===== config.mk =====
export PLATFORM = sky130hd
export DESIGN_NAME = alu_ctrl_sequencer
export DESIGN_NICKNAME = d
export VERILOG_FILES = /design/src/rtl/alu_ctrl_pkg.sv /design/src/rtl/alu_ctrl_decode.sv /design/src/rtl/alu_ctrl_sequencer.sv
export SDC_FILE = /design/constraint.sdc
export NUM_CORES = 1
export LEC_CHECK = 0
export ABC_AREA = 0
export BUFFER_PORTS_ARGS = -buffer_cell sky130_fd_sc_hd__clkbuf_2
export CORE_UTILIZATION = 56
export DETAILED_ROUTE_END_ITERATION = 8
export PLACE_DENSITY = 0.83
export SLEW_MARGIN = 20
export SYNTH_ARGS = -nofsm -noshare
export SYNTH_HDL_FRONTEND = slang
export SYNTH_HIERARCHICAL = 1
export SYNTH_SLANG_ARGS = --single-unit

===== constraint.sdc =====
create_clock -name clk -period 2.2 [get_ports clk]
set_input_delay 0.66 -clock clk [delete_from_list [all_inputs] [get_ports clk]]
set_output_delay 0.66 -clock clk [all_outputs]
set_load 0.02 [all_outputs]

===== src/rtl/alu_ctrl_pkg.sv =====
// rtl/alu_ctrl_pkg.sv - ALUOp selectors, ALU control codes and sequencer state encoding
package alu_ctrl_pkg;

  // ALUOp selectors from the main decoder
  localparam logic [1:0] ALUOP_ADD   = 2'b00;
  localparam logic [1:0] ALUOP_SUB   = 2'b01;
  localparam logic [1:0] ALUOP_RTYPE = 2'b10;
  localparam logic [1:0] ALUOP_CUST  = 2'b11;

  // ALU control codes; the top zero-extends them to CTRL_W
  localparam logic [4:0] CODE_ADD    = 5'h00;
  localparam logic [4:0] CODE_SUB    = 5'h01;
  localparam logic [4:0] CODE_AND    = 5'h02;
  localparam logic [4:0] CODE_OR     = 5'h03;
  localparam logic [4:0] CODE_XOR    = 5'h04;
  localparam logic [4:0] CODE_SLT    = 5'h05;
  localparam logic [4:0] CODE_SLTU   = 5'h06;
  localparam logic [4:0] CODE_CUST0  = 5'h08;
  localparam logic [4:0] CODE_CUST1  = 5'h09;
  localparam logic [4:0] CODE_SLL    = 5'h0A;
  localparam logic [4:0] CODE_SRA    = 5'h0B;
  localparam logic [4:0] CODE_SRL    = 5'h0C;

  typedef enum logic {
    ST_IDLE = 1'b0,
    ST_BUSY = 1'b1
  } state_t;

  // M-extension codes occupy 0x10..0x17, indexed directly by funct3
  function automatic logic [4:0] m_code(input logic [2:0] f3);
    return {2'b10, f3};
  endfunction

endpackage


===== src/rtl/alu_ctrl_decode.sv =====
// rtl/alu_ctrl_decode.sv - combinational ALUOp/funct decode to control code, M-op and illegal flags
module alu_ctrl_decode
  import alu_ctrl_pkg::*;
#(
  parameter int M_EXT = 1
) (
  input  logic [1:0] ALUOp,
  input  logic [2:0] funct3,
  input  logic       funct7b5,
  input  logic       funct7b0,
  input  logic       opb5,
  output logic [4:0] code,
  output logic       is_m,
  output logic       is_illegal
);

  // Decode; every path yields a defined code, undefined encodings fall back to ADD with the flag set
  always_comb begin
    code       = CODE_ADD;
    is_m       = 1'b0;
    is_illegal = 1'b0;
    case (ALUOp)
      ALUOP_ADD: code = CODE_ADD;
      ALUOP_SUB: code = CODE_SUB;
      ALUOP_RTYPE: begin
        if ((M_EXT != 0) && opb5 && funct7b0 && !funct7b5) begin
          is_m = 1'b1;
          code = m_code(funct3);
        end else begin
          case (funct3)
            3'b000:  code = (funct7b5 && opb5) ? CODE_SUB : CODE_ADD;
            3'b001:  code = CODE_SLL;
            3'b010:  code = CODE_SLT;
            3'b011:  code = CODE_SLTU;
            3'b100:  code = CODE_XOR;
            3'b101:  code = funct7b5 ? CODE_SRA : CODE_SRL;
            3'b110:  code = CODE_OR;
            default: code = CODE_AND;
          endcase
        end
      end
      default: begin
        case (funct3)
          3'b000:  code = CODE_CUST0;
          3'b001:  code = CODE_CUST1;
          default: is_illegal = 1'b1;
        endcase
      end
    endcase
  end

endmodule


===== src/rtl/alu_ctrl_sequencer.sv =====
// rtl/alu_ctrl_sequencer.sv - registered ALU-control stage with fixed-latency mul/div sequencing
module alu_ctrl_sequencer
  import alu_ctrl_pkg::*;
#(
  parameter int CTRL_W  = 5,
  parameter int M_EXT   = 1,
  parameter int MUL_LAT = 3,
  parameter int DIV_LAT = 8
) (
  input  logic              clk,
  input  logic              reset,
  input  logic              flush,
  input  logic              valid_i,
  input  logic [1:0]        ALUOp,
  input  logic [2:0]        funct3,
  input  logic              funct7b5,
  input  logic              funct7b0,
  input  logic              opb5,
  output logic [CTRL_W-1:0] alu_control,
  output logic              ctrl_valid,
  output logic              md_start,
  output logic [2:0]        md_op,
  output logic              stall,
  output logic              illegal
);

  state_t            r_state;
  logic [3:0]        r_cnt;
  logic [CTRL_W-1:0] r_alu_control;
  logic              r_ctrl_valid;
  logic              r_md_start;
  logic [2:0]        r_md_op;
  logic              r_illegal;

  logic [4:0]        w_code;
  logic              w_is_m;
  logic              w_is_illegal;
  logic              w_accept;
  logic [3:0]        w_lat_m1;

  alu_ctrl_decode #(
    .M_EXT(M_EXT)
  ) u_decode (
    .ALUOp      (ALUOp),
    .funct3     (funct3),
    .funct7b5   (funct7b5),
    .funct7b0   (funct7b0),
    .opb5       (opb5),
    .code       (w_code),
    .is_m       (w_is_m),
    .is_illegal (w_is_illegal)
  );

  // funct3[2] separates the DIV/REM family from the MUL family
  assign w_accept = valid_i && (r_state == ST_IDLE) && !flush;
  assign w_lat_m1 = funct3[2] ? 4'(DIV_LAT - 1) : 4'(MUL_LAT - 1);

  // FSM, down-counter and output registers; flush always beats accept and completion
  always_ff @(posedge clk or posedge reset) begin
    if (reset) begin
      r_state       <= ST_IDLE;
      r_cnt         <= 4'd0;
      r_alu_control <= '0;
      r_ctrl_valid  <= 1'b0;
      r_md_start    <= 1'b0;
      r_md_op       <= 3'd0;
      r_illegal     <= 1'b0;
    end else begin
      r_ctrl_valid <= 1'b0;
      r_md_start   <= 1'b0;
      r_illegal    <= 1'b0;
      if (r_state == ST_IDLE) begin
        if (w_accept) begin
          if (w_is_m) begin
            r_state    <= ST_BUSY;
            r_md_start <= 1'b1;
            r_md_op    <= funct3;
            r_cnt      <= w_lat_m1;
          end else begin
            r_alu_control <= CTRL_W'(w_code);
            r_ctrl_valid  <= 1'b1;
            r_illegal     <= w_is_illegal;
          end
        end
      end else begin
        if (flush) begin
          r_state <= ST_IDLE;
          r_cnt   <= 4'd0;
        end else if (r_cnt == 4'd0) begin
          r_state       <= ST_IDLE;
          r_alu_control <= CTRL_W'(m_code(r_md_op));
          r_ctrl_valid  <= 1'b1;
        end else begin
          r_cnt <= r_cnt - 4'd1;
        end
      end
    end
  end

  assign alu_control = r_alu_control;
  assign ctrl_valid  = r_ctrl_valid;
  assign md_start    = r_md_start;
  assign md_op       = r_md_op;
  assign stall       = (r_state == ST_BUSY);
  assign illegal     = r_illegal;

endmodule

==> metrics.md, run 1 <==
| Metric | Value |
|---|---|
| Max Freq | `0.508 GHz` |
| HP Class | `input port to async pin` |
| Crit Path Class | `flop to output pin` |
| Fin crit period | `1970 ps` |
| Post-layout nets | `141` |
| Placed Cells | `138` |
| Row count | `14` |
| Gr ovfl total | `0` |
| Area Growth Syn to Fin | `19.0%` |
| Syn_nets | `111` |
| Slowest stage cell on the critical path | `dfrtp_1` |
| Finished Layout Cells | `142` |
| Slowest cell delay on critical path | `740 ps` |
| Hold-fix buffers, CTS | `0` |
| Final hold violation count | `0` |
| Max-slew violations | `0` |
| Gr usage total | `24.2%` |
| Setup-failing EPs final | `0` |
| CORE AREA | `1580 sq um` |
| Share of cells above drive strength 1 | `38.9%` |
| First-pass GRT wire length | `3590 um` |
| GPL Wtd Cong | `0.907` |
| Routed Antenna Nets | `0` |
| CP Capture Type | `output pin` |
| Worst-path clk slew | `110 ps` |
| Clk_lat worst skew | `290 ps` |
| Worst-path cell chain | `clkbuf_2` |
| Cells after Synth | `97` |
| Via-per-instance ratio | `6.13` |
| IO buf count | `23` |
| N_diodes | `0` |
| Setup crit start kind | `flop` |
| # IOs | `24` |
| Clk buf depth | `2` |
| EDFF count, synth | `0` |
| Worst slew pin tran | `603 ps` |
| Via count | `871` |
| Fin Hold WS | `400 ps` |
| Final worst-path cycle share | `89.6%` |
| Top cells by area, synth | `dfrtp_1 (40%), mux2_2 (10%), o22ai_1 (3.1%)` |
| RSZ-0062 raised after global routing | `false` |
| Clock tree root driver cell | `clkbuf_4` |
| Peak supply drop | `494 uV` |
| Fillers | `119` |
| Fin Setup TNS | `0 ps` |
| DP Worst Slack | `89.2 ps` |
| Inserted Clock Buffers | `3` |
| CTS resizes | `0` |
| Pre-antenna DRT Iters | `6` |
| Post-synth ARST share | `100%` |
| Distinct cells, synth | `41` |
| Synth warn | `6` |
| Seq/Total Area, Yosys | `40.2%` |
| Total wire length | `2140 um` |
| Starting density of the core | `63.2%` |
| Synth top area share | `40.2%` |
| Leading cell type by number of instances after synthesis | `dfrtp_1` |
| Outcome | `complete, no violations` |
| Max_cap viols | `0` |
| Post-CTS Setup Inserts | `0` |
| Ys flop type | `dfrtp_1` |
| CTS tree | `yes` |
| Post-Syn Area | `996 sq um` |
| Worst path bufs/invs | `1` |
| H-tree Lvls | `1` |
| Vias in the first global route | `834` |
| Worst Path Max Fanout | `19` |
| DRC viols | `0` |
| Lkg Pwr | `0.577 nW` |
| Post-synth top cells | `dfrtp_1 (16), mux2_2 (9), inv_1 (8), nor2_1 (7)` |
| Arr. time, crit path | `1310 ps` |
| Largest net degree at the start of global routing | `20` |
| Slew headroom | `59.8%` |
| Yosys reg bits | `16` |
| Clock Sink Count | `16` |
| Avg Synthesized Cell Area | `10.3 sq um` |
| HPWL after DPL | `1610 um` |
| Die area | `1950 sq um` |
| Clk_skew | `12.0 ps` |
| Initial antenna violation count | `0` |
| Detailed Route Iter0 Violations | `17` |
| Final setup margin | `230 ps` |
| Die Y | `44.2 um` |
| Die width | `44.2 um` |
| Post-synth top area cell | `dfrtp_1` |
| Top delay family on crit path | `flip-flops` |
| Drt wl/cell | `15.0 um` |
| WP data required | `1540 ps` |
| PD cells | `667 nW/um^2` |
-- registers in the layout, summed over array words and instances (netlist names) --
signal	count
illegal	1
alu_control	5
stall	1
r_cnt	4
md_start	1
ctrl_valid	1
md_op	3
-- placed cells by master (no fill, tap or decap), drive strengths merged, types with 3 or more instances in the layout --
master | Yosys | final
o22ai | 5 | 5
nor3b | 3 | 3
buf | 2 | 4
dfrtp | 16 | 16
nor2 | 7 | 7
o21ai | 3 | 3
clkbuf | 0 | 27
a21oi | 6 | 6
inv | 9 | 9
mux2 | 9 | 9
-- through the flow --
step | util (%) | power, mW | cell area [sq um]
after floorplan | - | 0.523 | 996
after global placement | 72.9 | 0.587 | 1150
after detailed placement | 72.9 | 0.595 | 1150
after CTS | 75.2 | 0.790 | 1180
after global routing | 75.2 | 0.825 | 1180
final | 75.2 | 0.790 | 1180
-- power by group --
group | internal [mW] | switching, mW | total, mW
registers | 0.331 | 0.0379 | 0.369
clock network | 0.101 | 0.0977 | 0.198
logic | 0.105 | 0.117 | 0.222
-- logic make-up (layout without fill, tap and decap cells) --
kind of cell	count (synthesis)	in the layout	share of synthesized area [%]
and+or+nand+nor	30	30	20.5
AOI/OAI and AO/OA	28	28	21.1
DFF	16	16	40.2
buffers and inverters	11	40	4.65
muxes	9	9	10.2
adders and majority gates	2	2	2.51
xor gates and xnor gates	1	1	0.880
-- metal layers --
metal  GRT usage, %  vias up  part of all wire (%)
met1           33.3      425                    45
li1               -      418                     -
met5              0        -                     0
met4           4.85        0                     0
met3           2.45        0                   3.9
met2           41.5       28                    51
-- cell type report --
cell class | count | area (sq um) | area share [%]
Timing Repair Buffer | 27 | 145 | 12.2
Inverter | 9 | 33.8 | 2.85
Tap cell | 16 | 20.0 | 1.69
Multi-Input combinational cell | 70 | 549 | 46.4
Sequential cell | 16 | 400 | 33.8
Clock buffer | 4 | 36.3 | 3.06
-- final timing paths --
check | start | end | slack (ps) | cells past startpoint
setup / recovery | stall | stall | 230 | 1
hold / removal | reset | alu_control[4] | 400 | 2
min in group clk | alu_control[1] | alu_control[1] | 530 | 1
max in group asynchronous | reset | alu_control[0] | 1400 | 2
hold reg to reg | alu_control[1] | alu_control[1] | 530 | 1
setup reg to reg | stall | alu_control[0] | 510 | 3
(Power assumes the default switching activity.)
==> run 2: changes to the inputs <==
--- a/config.mk
+++ b/config.mk
@@ -10,6 +10,7 @@
 export CORE_UTILIZATION = 56
 export DETAILED_ROUTE_END_ITERATION = 8
 export PLACE_DENSITY = 0.83
+export REMOVE_ABC_BUFFERS = 1
 export SLEW_MARGIN = 20
 export SYNTH_ARGS = -nofsm -noshare
 export SYNTH_HDL_FRONTEND = slang
==> run 2 against run 1 <==
Effect of this change:
- the flow now finishes with violations (design-rule violations)
- cell count stayed put
- clock skew is 12 ps lower
- worst setup slack worse by 32 ps
- register-to-register slack worse by 50 ps
- critical path depth stayed put
- non-clock buffer count stayed put
- critical path type unchanged
==> metrics.md, run 2 (synthesized netlist as in run 1, its figures left out) <==
| Metric | Value |
|---|---|
| Die area | `1950 sq um (unchanged)` |
| Crit Path Class | `flop to output pin (unchanged)` |
| N_diodes | `0 (unchanged)` |
| CTS resizes | `0 (unchanged)` |
| Max Freq | `0.499 GHz (was 0.508 GHz)` |
| RSZ-0062 raised after global routing | `false (unchanged)` |
| Most common cell after layout, fill and taps aside | `clkbuf_2 (unchanged)` |
| GPL Wtd Cong | `0.985 (was 0.907)` |
| Fillers | `122 (was 119)` |
| Top delay family on crit path | `flip-flops (unchanged)` |
| Area Growth Syn to Fin | `19.0% (unchanged)` |
| Total wire length | `2160 um (was 2140 um)` |
| Slowest stage cell on the critical path | `dfrtp_1 (unchanged)` |
| Die width | `44.2 um (unchanged)` |
| Max-slew violations | `0 (unchanged)` |
| HPWL after DPL | `1590 um (was 1610 um)` |
| Post-CTS Setup Inserts | `0 (unchanged)` |
| Dpl cell area | `1150 sq um (unchanged)` |
| Worst slew pin tran | `647 ps (was 603 ps)` |
| Clock tree root driver cell | `clkbuf_4 (unchanged)` |
| Share of cells above drive strength 1 | `38.9% (unchanged)` |
| Die Y | `44.2 um (unchanged)` |
| Routed Antenna Nets | `0 (unchanged)` |
| Clk buf depth | `2 (unchanged)` |
| PD cells | `665 nW/um^2 (was 667 nW/um^2)` |
| Gr ovfl total | `0 (unchanged)` |
| Max_cap viols | `0 (unchanged)` |
| Tot Pwr | `0.788 mW (was 0.790 mW)` |
| Final Cell Area | `1180 sq um (unchanged)` |
| IO buf count | `23 (unchanged)` |
| Fin Setup TNS | `0 ps (unchanged)` |
| Most frequent cells in the layout | `clkbuf_2 (23), dfrtp_1 (16), mux2_2 (9), inv_1 (8), nor2_1 (7) (unchanged)` |
| Slowest cell delay on critical path | `770 ps (was 740 ps)` |
| Lkg Pwr | `0.577 nW (unchanged)` |
| Hold-fix buffers, CTS | `0 (unchanged)` |
| Slew headroom | `56.9% (was 59.8%)` |
| First-pass GRT wire length | `3550 um (was 3590 um)` |
| Post-layout util | `75.2% (unchanged)` |
| Drt wl/cell | `15.2 um (was 15.0 um)` |
| Worst-path clk slew | `90 ps (was 110 ps)` |
| Fin crit period | `2000 ps (was 1970 ps)` |
| Worst-path cell chain | `clkbuf_2 (unchanged)` |
| Fin Hold WS | `393 ps (was 400 ps)` |
| Largest register FFs | `5 (unchanged)` |
| Starting density of the core | `63.2% (unchanged)` |
| Clk_skew | `0.459 ps (was 12.0 ps)` |
| DRC viols | `2 (was 0)` |
| Via-per-instance ratio | `6.17 (was 6.13)` |
| Clock Sink Count | `16 (unchanged)` |
| Pre-antenna DRT Iters | `6 (unchanged)` |
| Inserted Clock Buffers | `3 (unchanged)` |
| Setup-failing EPs final | `0 (unchanged)` |
| Worst Path Max Fanout | `19 (unchanged)` |
| Final worst-path cycle share | `91.0% (was 89.6%)` |
| HP Class | `input port to async pin (unchanged)` |
| Outcome | `finished with violations (was complete, no violations)` |
| Final hold violation count | `0 (unchanged)` |
| Clk_lat worst skew | `290 ps (about the same)` |
| Detailed Route Iter0 Violations | `36 (was 17)` |
| CP Capture Type | `output pin (unchanged)` |
| Vias in the first global route | `856 (was 834)` |
| Post-layout nets | `141 (unchanged)` |
| Arr. time, crit path | `1340 ps (was 1310 ps)` |
| FF-to-FF path depth | `3 (unchanged)` |
| Critical path depth | `1 (unchanged)` |
| Failing checks | `design-rule violations` |
| Largest net degree at the start of global routing | `20 (unchanged)` |
| WP data required | `1540 ps (about the same)` |
| Worst path bufs/invs | `1 (unchanged)` |
| Peak supply drop | `566 uV (was 494 uV)` |
| Row count | `14 (unchanged)` |
| Setup crit start kind | `flop (unchanged)` |
| CTS tree | `yes (unchanged)` |
| Initial antenna violation count | `0 (unchanged)` |
| Gr usage total | `24.7% (was 24.2%)` |
| CORE AREA | `1580 sq um (unchanged)` |
| # IOs | `24 (unchanged)` |
| Via count | `876 (was 871)` |
| H-tree Lvls | `1 (unchanged)` |
[run 2: cell counts in the layout (fill, tap and decap cells not counted)]
No cell type changed its count.
[run 2: layer usage]
metal  routed length [um]  GRT usage (%)  vias to the layer above
met3                   90           4.08                        2
met5                    0              0                        -
met2                 1080           43.2                       35
met1                  961           30.1                      421
li1                     -              -                      418
met4                   27           10.3                        0
[run 2: final timing paths]
check / start / to / slack (ps)
setup / recovery: stall / stall / 200
hold / removal: reset / md_start / 390
setup reg to reg: stall / alu_control[0] / 460
hold reg to reg: alu_control[2] / alu_control[2] / 520
max in group asynchronous: reset / r_cnt[3] / 1430
min in group clk: alu_control[2] / alu_control[2] / 520
[run 2: area by class of cell]
| class | count | area (sq um) | area share (%) |
|---|---|---|---|
| well taps | 16 | 20.0 | 1.69 |
| inverters | 9 | 33.8 | 2.85 |
| clock buffers | 4 | 36.3 | 3.06 |
| repair buffers | 27 | 145 | 12.2 |
| multi-input cells | 70 | 549 | 46.4 |
| flip-flops and latches | 16 | 400 | 33.8 |
[run 2: metrics by stage]
| step | std cells | setup WS [ps] |
|---|---|---|
| after global placement | 138 | 188 |
| after CTS | 142 | 207 |
| final | 142 | 197 |
| after detailed placement | 138 | 141 |
| after global routing | 142 | 121 |
| after floorplan | 95 | 181 |
[run 2: power breakdown]
group,internal [mW],switching (mW),total [mW],leakage (nW)
logic,0.105,0.117,0.222,0.348
clock network,0.101,0.0953,0.196,0.0210
registers,0.332,0.0385,0.370,0.207
total,0.538,0.251,0.788,0.577
==> run 3: changes to the inputs <==
--- a/config.mk
+++ b/config.mk
@@ -7,12 +7,11 @@
 export LEC_CHECK = 0
 export ABC_AREA = 0
 export BUFFER_PORTS_ARGS = -buffer_cell sky130_fd_sc_hd__clkbuf_2
-export CORE_UTILIZATION = 56
+export CORE_UTILIZATION = 55
 export DETAILED_ROUTE_END_ITERATION = 8
-export PLACE_DENSITY = 0.83
+export PLACE_DENSITY = 0.82
 export REMOVE_ABC_BUFFERS = 1
 export SLEW_MARGIN = 20
 export SYNTH_ARGS = -nofsm -noshare
 export SYNTH_HDL_FRONTEND = slang
-export SYNTH_HIERARCHICAL = 1
 export SYNTH_SLANG_ARGS = --single-unit
==> run 3 against run 2 <==
Effect of this change:
- the run still ends with design-rule violations left
- largest power group unchanged
- first-iteration DRC count fell by 31%
- synthesized cell count fell by 11%
- cell count fell by 9.9%
- sequential share of layout area rose by 2.3 points
==> metrics.md, run 3 <==
| Metric | Value |
|---|---|
| Outcome | `finished with violations (unchanged)` |
| Failing checks | `design-rule violations (unchanged)` |
| Yosys reg bits | `16 (unchanged)` |
| Total wire length | `1880 um (was 2160 um)` |
| Ys flop type | `dfrtp_1 (unchanged)` |
| HP Class | `input port to async pin (unchanged)` |
| DRC viols | `4 (was 2)` |
| RSZ-0062 raised after global routing | `false (unchanged)` |
| Adder-Cell Fraction of Synth Area | `2.66% (was 2.51%)` |
| Share of cells above drive strength 1 | `34.8% (was 38.9%)` |
| Cells after Synth | `86 (was 97)` |
| Final hold violation count | `0 (unchanged)` |
| Fin Setup TNS | `0 ps (unchanged)` |
| Post-Syn Area | `942 sq um (was 996 sq um)` |
| Synth top area share | `42.5% (was 40.2%)` |
| DP Worst Slack | `132 ps (was 141 ps)` |
| Post-Synth XOR/XNOR Area | `0% (was 0.879%)` |
| Slew headroom | `61.3% (was 56.9%)` |
| First-pass GRT wire length | `3100 um (was 3550 um)` |
| Max Freq | `0.502 GHz (was 0.499 GHz)` |
| Gr usage total | `22.5% (was 24.7%)` |
| Tot Pwr | `0.783 mW (was 0.788 mW)` |
| Most common cell after layout, fill and taps aside | `clkbuf_2 (unchanged)` |
| Detailed Route Iter0 Violations | `25 (was 36)` |
| Starting density of the core | `60.4% (was 63.2%)` |
| Worst Path Max Fanout | `9 (was 19)` |
| Routed Antenna Nets | `0 (unchanged)` |
| Worst slew pin tran | `579 ps (was 647 ps)` |
| Inserted Clock Buffers | `3 (unchanged)` |
| WP data required | `2390 ps (was 1540 ps)` |
| Reg-to-reg endpoint | `alu_control[2] (was alu_control[0])` |
| Placed Cells | `124 (was 138)` |
| Peak supply drop | `365 uV (was 566 uV)` |
| Final setup margin | `206 ps (was 197 ps)` |
| Worst r2r src | `r_cnt[0] (was stall)` |
| Flop2flop setup slack | `210 ps (was 460 ps)` |
| Post-synth top cells | `dfrtp_1 (16), inv_1 (6), mux2_2 (4), nand2b_1 (4), nor3_1 (4) (was dfrtp_1 (16), mux2_2 (9), inv_1 (8), nor2_1 (7))` |
| Fillers | `115 (was 122)` |
| CP Capture Type | `flop (was output pin)` |
| IO buf count | `23 (unchanged)` |
| Slowest cell delay on critical path | `430 ps (was 770 ps)` |
| Clock tree root driver cell | `clkbuf_4 (unchanged)` |
| Synth warn | `0 (was 6)` |
| Clk_skew | `1.46 ps (was 0.459 ps)` |
| Lkg Pwr | `0.566 nW (was 0.577 nW)` |
| Die area | `1880 sq um (was 1950 sq um)` |
| # IOs | `24 (unchanged)` |
| Max-slew violations | `0 (unchanged)` |
| Finished Layout Cells | `128 (was 142)` |
| Clock Sink Count | `16 (unchanged)` |
| Post-CTS Setup Inserts | `0 (unchanged)` |
| Via count | `790 (was 876)` |
| Arr. time, crit path | `2180 ps (was 1340 ps)` |
| Post-Synth Simple-Gate Area | `23.1% (was 20.5%)` |
| Initial antenna violation count | `0 (unchanged)` |
| Pre-antenna DRT Iters | `7 (was 6)` |
| Clk_lat worst skew | `290 ps (about the same)` |
| Most frequent cells in the layout | `clkbuf_2 (23), dfrtp_1 (16), inv_1 (6) (was clkbuf_2 (23), dfrtp_1 (16), mux2_2 (9), inv_1 (8), nor2_1 (7))` |
| Distinct cells, synth | `40 (was 41)` |
| Met3 usage | `3.75% (was 4.08%)` |
| Slowest stage cell on the critical path | `a221o_4 (was dfrtp_1)` |
| Largest family of logic cells by synthesized area | `simple AND/OR/NAND/NOR gates (was compound AO/OA/AOI/OAI gates)` |
| Hold-fix buffers, CTS | `0 (unchanged)` |
| Busiest metal layer after global routing | `met2 (unchanged)` |
| Clk buf depth | `2 (unchanged)` |
| PD cells | `706 nW/um^2 (was 665 nW/um^2)` |
| Row count | `14 (unchanged)` |
| Post-layout util | `71.2% (was 75.2%)` |
| Avg Synthesized Cell Area | `11.0 sq um (was 10.3 sq um)` |
| N_diodes | `0 (unchanged)` |
| Die width | `43.4 um (was 44.2 um)` |
| Fin crit period | `1990 ps (was 2000 ps)` |
| GPL Wtd Cong | `0.877 (was 0.985)` |
| Final worst-path cycle share | `90.6% (was 91.0%)` |
| CTS tree | `yes (unchanged)` |
| Post-layout nets | `127 (was 141)` |
| Post-synth ARST share | `100% (unchanged)` |
| Die Y | `43.4 um (was 44.2 um)` |
| Met2 Use GR | `35.2% (was 43.2%)` |
| Leading cell type by number of instances after synthesis | `dfrtp_1 (unchanged)` |
| FF-to-FF path depth | `6 (was 3)` |
| Gr ovfl total | `0 (unchanged)` |
| Largest net degree at the start of global routing | `17 (was 20)` |
| Area Growth Syn to Fin | `17.8% (was 19.0%)` |
| HPWL after DPL | `1340 um (was 1590 um)` |
| Largest register FFs | `5 (unchanged)` |
| Max_cap viols | `0 (unchanged)` |
| Seq/Total Area, Yosys | `42.5% (was 40.2%)` |
| Via-per-instance ratio | `6.17 (about the same)` |
| Setup crit start kind | `flop (unchanged)` |
| Compound-Gate Fraction of Synth Area | `16.5% (was 21.1%)` |
| Post-synth top area cell | `dfrtp_1 (unchanged)` |
| Grt met1 use | `31.0% (was 30.1%)` |
| Critical path depth | `6 (was 1)` |
| Top cells by area, synth | `dfrtp_1 (42%), mux2_2 (4.8%), mux2_4 (4.8%) (was dfrtp_1 (40%), mux2_2 (10%), o22ai_1 (3.1%))` |
| Drt wl/cell | `14.7 um (was 15.2 um)` |
| Setup-failing EPs final | `0 (unchanged)` |
| Worst-path clk slew | `100 ps (was 90 ps)` |
| Worst-path cell chain | `inv_1 > ha_1 > nor3b_4 > nand2_2 > a221o_4 > mux2_4 (was clkbuf_2)` |
| EDFF count, synth | `0 (unchanged)` |
| Vias in the first global route | `677 (was 856)` |
| Top delay family on crit path | `simple AND/OR/NAND/NOR gates (was flip-flops)` |
| CORE AREA | `1560 sq um (was 1580 sq um)` |
| CTS resizes | `0 (unchanged)` |
| Crit Path Class | `flop to flop (was flop to output pin)` |
| Worst path bufs/invs | `1 (unchanged)` |
| H-tree Lvls | `1 (unchanged)` |
| Post-synthesis mux area share | `11.7% (was 10.2%)` |
-- run 3: changes by cell type in the layout (fill, tap and decap cells not counted), sizes merged, moves of 3 or more --
cell | previous run | this run
o22ai | 5 | 2
a21oi | 6 | 3
buf | 4 | 1
nor2 | 7 | 3
inv | 9 | 6
-- run 3: cell families (layout without fill, tap and decap cells) --
family,Yosys count,in the layout
flops,16,16
simple gates,32,32
mux,9,9
fa+ha+maj,2,2
buf+inv,8,34
compound gates,19,19
-- run 3: area by class of cell --
class                   count  area, sq um  share of cell area, %
multi-input cells          62          508                   45.8
flip-flops and latches     16          400                   36.1
repair buffers             24          123                   11.0
clock buffers               4         36.3                   3.27
inverters                   6         22.5                   2.03
well taps                  16         20.0                   1.80
-- run 3: power by group --
| group | internal [mW] | switching [mW] |
|---|---|---|
| logic | 0.102 | 0.111 |
| registers | 0.332 | 0.0384 |
| clock network | 0.101 | 0.0989 |
| total | 0.535 | 0.248 |
-- run 3: worst max-delay path by stage --
stage	from	end	slack [ps]
finish	r_cnt[0]	alu_control[2]	210
floorplan	ALUOp[0]	r_cnt[0]	350
detailed placement	funct7b5	r_cnt[0]	130
global placement	funct7b5	r_cnt[0]	200
global route	r_cnt[0]	alu_control[1]	80
CTS	r_cnt[0]	alu_control[1]	220
-- run 3: through the flow --
step / cell area, sq um / hold WS (ps)
final: 1110 / 389
after global routing: 1110 / 458
after CTS: 1110 / 406
after global placement: 1070 / 479
after detailed placement: 1070 / 481
after floorplan: 931 / 524
-- run 3: routing by layer --
metal  part of all wire (%)  up-vias
met5                      0        -
met4                    1.4        0
met3                    6.3        3
met2                     45       39
met1                     47      370
li1                       -      378
